--- src/rtl/fifo_packetizer.sv ---
// Groups the CDC FIFO's read-side word stream into packets closed by a
// {magic, seq, count} trailer word; partial packets close on idle timeout or flush.
module fifo_packetizer #(
    parameter int         INT_DATA_WIDTH     = 32,
    parameter int         INT_MAX_PAYLOAD    = 64,
    parameter int         INT_TIMEOUT_CYCLES = 1024,
    parameter logic [7:0] INT_MAGIC          = 8'hA5
) (
    input  logic                      rd_clk,
    input  logic                      rd_rst,
    input  logic [INT_DATA_WIDTH-1:0] i_data,
    input  logic                      i_valid,
    output logic                      o_ready,
    output logic [INT_DATA_WIDTH-1:0] o_data,
    output logic                      o_data_valid,
    output logic                      o_last,
    input  logic                      i_dready,
    input  logic                      i_flush,
    output logic [15:0]               o_pkt_cnt,
    output logic                      o_busy
);

    typedef enum logic [1:0] {
        S_IDLE,
        S_PAYLOAD,
        S_TRAILER
    } state_t;

    localparam logic [15:0] MAX_CNT    = 16'(INT_MAX_PAYLOAD);
    localparam bit          TIMEOUT_EN = (INT_TIMEOUT_CYCLES != 0);
    localparam logic [15:0] TIMER_LAST = TIMEOUT_EN ? 16'(INT_TIMEOUT_CYCLES - 1) : 16'd0;

    state_t                    state_q, state_d;
    logic [INT_DATA_WIDTH-1:0] data_q, data_d;
    logic                      vld_q, vld_d;
    logic                      last_q, last_d;
    logic [15:0]               count_q, count_d;
    logic [15:0]               timer_q, timer_d;
    logic [15:0]               pkt_cnt_q, pkt_cnt_d;
    logic [7:0]                seq_q, seq_d;

    logic                      slot_free;
    logic                      accept;
    logic [15:0]               count_inc;

    // Trailer occupies the low 32 bits; any wider data bits are zero.
    function automatic logic [INT_DATA_WIDTH-1:0] make_trailer(input logic [7:0]  seq,
                                                               input logic [15:0] cnt);
        logic [INT_DATA_WIDTH-1:0] w;
        w       = '0;
        w[31:0] = {INT_MAGIC, seq, cnt};
        return w;
    endfunction

    assign slot_free = !vld_q || i_dready;
    assign o_ready   = !rd_rst && (state_q != S_TRAILER) && slot_free;
    assign accept    = i_valid && o_ready;
    assign count_inc = count_q + 16'd1;

    always_comb begin
        state_d   = state_q;
        data_d    = data_q;
        vld_d     = vld_q && !i_dready;
        last_d    = last_q;
        count_d   = count_q;
        timer_d   = timer_q;
        pkt_cnt_d = pkt_cnt_q;
        seq_d     = seq_q;

        case (state_q)
            S_IDLE, S_PAYLOAD: begin
                if (accept) begin
                    data_d  = i_data;
                    vld_d   = 1'b1;
                    last_d  = 1'b0;
                    count_d = count_inc;
                    timer_d = 16'd0;
                    // A flush alongside an accept still includes that word.
                    if ((count_inc == MAX_CNT) || i_flush) begin
                        state_d = S_TRAILER;
                    end else begin
                        state_d = S_PAYLOAD;
                    end
                end else if (state_q == S_PAYLOAD) begin
                    timer_d = timer_q + 16'd1;
                    if (i_flush || (TIMEOUT_EN && (timer_q == TIMER_LAST))) begin
                        state_d = S_TRAILER;
                    end
                end
            end
            S_TRAILER: begin
                if (slot_free) begin
                    data_d    = make_trailer(seq_q, count_q);
                    vld_d     = 1'b1;
                    last_d    = 1'b1;
                    seq_d     = seq_q + 8'd1;
                    pkt_cnt_d = pkt_cnt_q + 16'd1;
                    count_d   = 16'd0;
                    timer_d   = 16'd0;
                    state_d   = S_IDLE;
                end
            end
            default: begin
                state_d = S_IDLE;
            end
        endcase
    end

    always_ff @(posedge rd_clk) begin
        if (rd_rst) begin
            state_q   <= S_IDLE;
            data_q    <= '0;
            vld_q     <= 1'b0;
            last_q    <= 1'b0;
            count_q   <= 16'd0;
            timer_q   <= 16'd0;
            pkt_cnt_q <= 16'd0;
            seq_q     <= 8'd0;
        end else begin
            state_q   <= state_d;
            data_q    <= data_d;
            vld_q     <= vld_d;
            last_q    <= last_d;
            count_q   <= count_d;
            timer_q   <= timer_d;
            pkt_cnt_q <= pkt_cnt_d;
            seq_q     <= seq_d;
        end
    end

    assign o_data       = data_q;
    assign o_data_valid = vld_q;
    assign o_last       = last_q;
    assign o_pkt_cnt    = pkt_cnt_q;
    assign o_busy       = (state_q != S_IDLE);

endmodule

--- config.mk ---
export PLATFORM = sky130hd
export DESIGN_NAME = fifo_packetizer
export DESIGN_NICKNAME = d
export VERILOG_FILES = /design/src/rtl/fifo_packetizer.sv
export SDC_FILE = /design/constraint.sdc
export NUM_CORES = 1
export LEC_CHECK = 0
export ABC_AREA = 1
export ABC_CLOCK_PERIOD_IN_PS = 2500
export BUFFER_PORTS_ARGS = -buffer_cell sky130_fd_sc_hd__buf_4
export CAP_MARGIN = 20
export CORE_MARGIN = 4
export CORE_UTILIZATION = 42
export CTS_BUF_LIST = sky130_fd_sc_hd__clkbuf_16
export DETAILED_ROUTE_END_ITERATION = 8
export GPL_TIMING_DRIVEN = 0
export SLEW_MARGIN = 20
export SYNTH_ARGS = -nofsm -noshare
export SYNTH_HDL_FRONTEND = slang
export SYNTH_SLANG_ARGS = --single-unit
--- constraint.sdc ---
create_clock -name rd_clk -period 2.5 [get_ports rd_clk]
set_clock_uncertainty 0.2 [all_clocks]
set_input_delay 0 -clock rd_clk [delete_from_list [all_inputs] [get_ports rd_clk]]
set_output_delay 0 -clock rd_clk [all_outputs]
set_load 0.05 [all_outputs]
Yosys cells after proc, flatten, opt, wreduce, memory -nomap -nowiden
Cells that the tools add are included.
W data, S select, Z words.
{"block": "op_classes", "n_eq_ne": 9, "n_div": 0, "bitwise": 0, "shift": 0, "muxes": 21, "n_reduce_logical": 18, "magnitude_cmp": 0, "multipliers": 0, "add_sub_neg": 4}
{"op": "$mux W16", "n": 4}
{"op": "$mux W32", "n": 2}
{"op": "$pmux W16 S2", "n": 2}
{"op": "$pmux W32 S2", "n": 1}
{"op": "$add A16 B1 Y16 const B", "n": 3}
{"op": "$eq A16 B10 Y1 const B", "n": 1}
{"op": "$eq A16 B7 Y1 const B", "n": 1}
{"op": "$mux W2", "n": 5}
{"op": "$reduce_and A3 Y1", "n": 3}
{"op": "$add A8 B1 Y8 const B", "n": 1}
{"op": "$ne A2 B2 Y1 const B", "n": 3}
{"op": "$ne A3 B3 Y1 const B", "n": 2}
{"op": "$logic_and A1 B1 Y1", "n": 4}
{"op": "$mux W1", "n": 4}
{"op": "$pmux W1 S2", "n": 2}
{"op": "$pmux W2 S2", "n": 1}
{"op": "$reduce_bool A2 Y1", "n": 2}
{"op": "$logic_not A1 Y1", "n": 3}
{"op": "$logic_or A1 B1 Y1", "n": 3}
{"op": "$eq A2 B1 Y1 const B", "n": 1}
{"op": "$eq A2 B2 Y1 const B", "n": 1}
{"op": "$logic_not A2 Y1", "n": 1}
{"op": "$reduce_and A2 Y1", "n": 1}
{"op": "$reduce_or A2 Y1", "n": 1}
{"block": "totals", "wordCells": 60, "ramBits": 0, "romBits": 0, "memories": 0, "latchBits": 0, "inputBits": 37, "reg_bits": 92, "output_inout_bits": 52}

Longest topological paths before layout
{"block": "depth", "depth_word": 6, "depth_mapped": 13, "ltp_nobuf": 13}

Least setup slack after synthesis
OpenSTA, ideal clock, no wires.
{"block": "synth_path", "path_kind": "reg-to-reg", "from": "register vld_q, in the netlist o_data_valid", "to": "register count_q[6]", "slack_ns": 0.166, "stages_incl_launch_ff": 12, "t_arrival_ns": 2.002, "synth_period_minus_slack_ns": 2.334, "path_buffers": 1, "t_required_ns": 2.168, "setup_ns": 0.132, "path_cell_list": "dfxtp_1 -> inv_1 -> nor2_1 -> nor3_4 -> nand2_4 -> nor2_4 -> nor2_8 -> inv_4 -> nor2_8 -> inv_4 -> buf_6 -> o32ai_1"}
{"block": "synth_via", "elab_chain_len": 6, "word_cells_on_any_way": 7, "classes_between": "eq/ne: 2; reduce/logical: 5"}
{"element": "start: declaration", "line": "35", "source": "logic vld_q, vld_d;"}
{"element": "start signal: assignment", "line": "122", "source": "vld_q <= vld_d;"}
{"element": "$logic_not A1 Y1", "line": "55", "source": "assign slot_free = !vld_q || i_dready;"}
{"element": "$logic_or A1 B1 Y1", "line": "55"}
{"element": "$logic_and A1 B1 Y1", "line": "56", "source": "assign o_ready = !rd_rst && (state_q != S_TRAILER) && slot_free;"}
{"element": "via o_ready", "line": "13", "source": "output logic o_ready,"}
{"element": "$logic_and A1 B1 Y1", "line": "57", "source": "assign accept = i_valid && o_ready;"}
{"element": "$ne A2 B2 Y1 (no source line)"}
{"element": "$reduce_and A3 Y1 (no source line)"}
{"element": "end signal: assignment", "line": "124", "source": "count_q <= count_d;"}
{"element": "end: declaration", "line": "37", "source": "logic [15:0] count_q, count_d;"}
The timed path passes the listed nets, and every way through them passes these cells.
A chain may end at the register's enable or synchronous reset.

Worst setup path in the final report
{"block": "layout_path", "from": "register state_q[1]", "to": "register state_q[0]"}
{"block": "layout_via", "elab_chain_len": 6, "word_cells_on_any_way": 14, "classes_between": "eq/ne: 6; mux: 2; reduce/logical: 6"}
{"element": "start: declaration", "line": "33", "source": "state_t state_q, state_d;"}
{"element": "start signal: assignment", "line": "120", "source": "state_q <= state_d;"}
{"element": "$ne A2 B2 Y1", "line": "56"}
{"element": "$logic_and A1 B1 Y1 (2 in series)", "line": "56"}
{"element": "$logic_and A1 B1 Y1", "line": "57"}
{"element": "$ne A3 B3 Y1 (no source line) / $mux W2 (equally long branches)"}
{"element": "$reduce_and A3 Y1 (no source line) / $pmux W2 S2 (equally long branches)"}
Several ways; a longest one is shown, not always the timed one.

==> qor.txt <==
run status - finished, final reports clean
DR WL/cell - 14.8 um
Logic pwr share - 17.7%
unrepaired setup endpoints after global routing - false
reg2reg setup slack - 0.28 ns
RR Startpoint - state_q[1]
initial antenna violation count - 0
synthesized flop and latch total - 92
TNS Setup - 0 ns
core area - 0.00986 mm2
GPL Wtd Cong - 0.876
Post-Route Utilization - 58.5%
worst slack, placed - 0.210 ns
Synth area leader - dfxtp_1
Initial Util - 43.4%
ANT cells - 0
Worst Tran Pin Value - 0.660 ns
Iter 0 DRT Violations - 225
Pwr Total - 3.58 mW
Mapped Nets - 624
Setup crit end kind - flip-flop
global route overflow - 0
number of synthesized flops with an enable pin - 0
max capacitance violation total - 0
main combinational cell family by area after synthesis - simple AND/OR/NAND/NOR gates
NetSw - 1.06 mW
GR Util All Layers - 22.3%
Worst path max stage delay - 0.61 ns
mean post-synth cell area - 7.35 um2
mux contribution to synthesized area - 0%
asr flop ratio synth - 0%
switching share of power - 29.6%
Std-Cell Rows - 36
Sequential Power Share - 43.6%
Die H - 109 um
Crit path buffers/inverters - 2
Final setup viols - 0
Skew-Pair Late Insertion Delay - 0.34 ns
I/O pins - 89
critical path launch point - state_q[1]
H-tree levels - 3
Final min period - 2.22 ns
P_int - 2.52 mW
TritonCTS buffer count - 9
Final Hold Viols - 0
simple-gate share of the synthesized area - 29.9%
DRT antenna net count - 0
Setup CP Type - flip-flop to flip-flop
delay-heaviest family, CP - buffers and inverters
critical path required time - 2.57 ns
adder-cell share of the synthesized area - 1.46%
Area Growth Syn to Fin - 34.8%
I/O Buffers - 87
CTS root buf - clkbuf_16
vias per cell - 5.14
final WL - 12700 um
vias in the first global route - 4225
final instance area - 0.00577 mm2
pwr dens - 621 mW/mm2
Pre-antenna DRT Iters - 7
compound-gate portion of the synthesized area - 16.4%
cell breakdown of the critical path - inv_2 > nor2_8 > nor3_4 > nand2_4 > nand2_1 > a211oi_1 > dlygate4sd3_1 > nand2_1 > a21oi_1
first-pass GRT wire length - 20700 um
Placed Area - 0.00510 mm2
CTS clk-pin slew, worst paths - 0.07 ns
DR vias - 4391
max-slew violation count - 0
sequential share of the synthesized area - 43.1%
Ys Warns - 0
Critical Path AT - 2.29 ns
R2R Path End - state_q[0]
die width - 109 um
Final period util - 88.7%
CP max FO - 8
Sink Count - 92
synth unique cells - 42
Leak - 2.25 nW
largest cells by area after synthesis - dfxtp_1, nand2_1, a21oi_1
Post-Synth XOR/XNOR Area - 1.84%
Max clock buf depth - 2
worst r2r path cells - 9
slowest cell on the critical path - dlygate4sd3_1
maximum vdd drop - 331 uV
Hold WC Path Type - input port to flip-flop
number of cells on the critical path - 9
crit path capture - state_q[0]
fin worst setup slack - 0.283 ns
Mapped Cells - 582
CTS tree - built
Post-Synthesis Cell Area - 0.00428 mm2
layout cell share with drive strength beyond 1 - 18.1%
top_reg_cell synth - dfxtp_1
max_slew headroom - 56.0%
DR DRC count - 0
hold path cells - 3
Post-DP HPWL - 9150 um
Final Net Count - 759
Setup crit start kind - flip-flop
f_max - 451 MHz
largest net degree at the start of global routing - 17
most frequent CP cell - nand2_1
Clk network pwr share - 38.7%
Synth top area share - 43.1%
Die Area - 0.0119 mm2
[cells by family (layout without fill, tap and decap cells)]
kind of cell | count (synthesis) | count (layout)
flops | 92 | 92
simple gates | 281 | 281
fa+ha+maj | 5 | 5
compound gates | 117 | 117
buf+inv | 78 | 218
xor+xnor | 9 | 9
[worst reg2reg max path: stages (launching register included)]
cell and delay (ns):
dfxtp_1 0.39, inv_2 0.13, nor2_8 0.15, nor3_4 0.07
nand2_4 0.11, nand2_1 0.05, a211oi_1 0.25, dlygate4sd3_1 0.61
nand2_1 0.05, a21oi_1 0.14
[sequential cells by signal (all words and copies together), names as in the netlist]
name and cells:
o_data 32, seq_q 8, state_q 2, timer_q 16, count_q 16, o_pkt_cnt 16, o_last 1, o_data_valid 1
[synth_stat cells (2+ instances only)]
master and number:
clkbuf_1 10, inv_4 2, a22o_1 7, nor2_8 3
o21ai_0 26, buf_2 6, nand3_1 33, nand2_4 2
o22ai_1 6, a21oi_1 42, nand2_1 149, nor2_1 54
inv_1 54, o21ai_1 5, nand4_1 14, xor2_1 9
o221a_2 2, nor3_1 13, dfxtp_1 92, nor3b_1 3
a31oi_1 11, o21a_1 2, a22oi_1 10, inv_2 3
ha_1 5, nor2_4 3
[through the flow]
stage               std cells  hold WS (ns)
floorplan                 582       -0.0673
global placement          802        0.0195
detailed placement        802        0.0199
CTS                       855         0.212
global route              855         0.238
finish                    855         0.224
[power groups by stage]
stage               Clock (mW)  Combinational, mW  Sequential, mW
finish                    1.39              0.634            1.56
global route              1.47              0.683            1.57
floorplan                    0              0.231            1.74
CTS                       1.41              0.635            1.56
global placement             0              0.584            1.59
detailed placement           0              0.586            1.59
[worst min-delay path by stage]
stage                          start    endpoint  slack, ns
after CTS                  i_data[2]   o_data[2]       0.21
after global routing      i_data[28]  o_data[28]       0.24
final                      i_data[2]   o_data[2]       0.22
after floorplan           i_data[11]  o_data[11]      -0.07
after global placement     i_data[2]   o_data[2]       0.02
after detailed placement  i_data[28]  o_data[28]       0.02
[what timing repair did]
item                                   4_1_cts  5_1_grt
setup buffers                                0        0
setup endpoints to repair                    0        1
gates resized for setup                      0        1
hold buffers                                37        0
endpoints found under the hold margin       42        0
[cell usage in the layout, fill, tap and decap left out, types with 6 or more instances in the layout]
master / n
nand2_1: 149
dfxtp_1: 92
buf_4: 88
inv_1: 54
nor2_1: 53
a21oi_1: 42
dlygate4sd3_1: 37
nand3_1: 33
o21ai_0: 26
nand4_1: 14
nor3_1: 13
a31oi_1: 11
clkbuf_1: 10
a22oi_1: 10
xor2_1: 9
clkbuf_16: 9
a22o_1: 7
buf_2: 6
o22ai_1: 6
[cell type report]
class                      instances  area, um2
clock buffer                       9        225
inverter                          59        226
buffer                            19       90.1
tap                              133        166
sequential                        92       1840
fill                             927       4100
timing repair buffer             124       1020
multi-input combinational        412       2120
clock inverter                     7       72.6
[metal layers]
metal  global-route usage (%)  up-vias  part of all wire, %
met3                     3.43       20                  5.8
li1                         -     2214                    -
met1                     30.0     2025                   46
met4                     9.11        0                  2.0
met2                     35.7      132                   46
met5                        0        -                    0
Note: power is estimated with default switching activity, not from simulation.
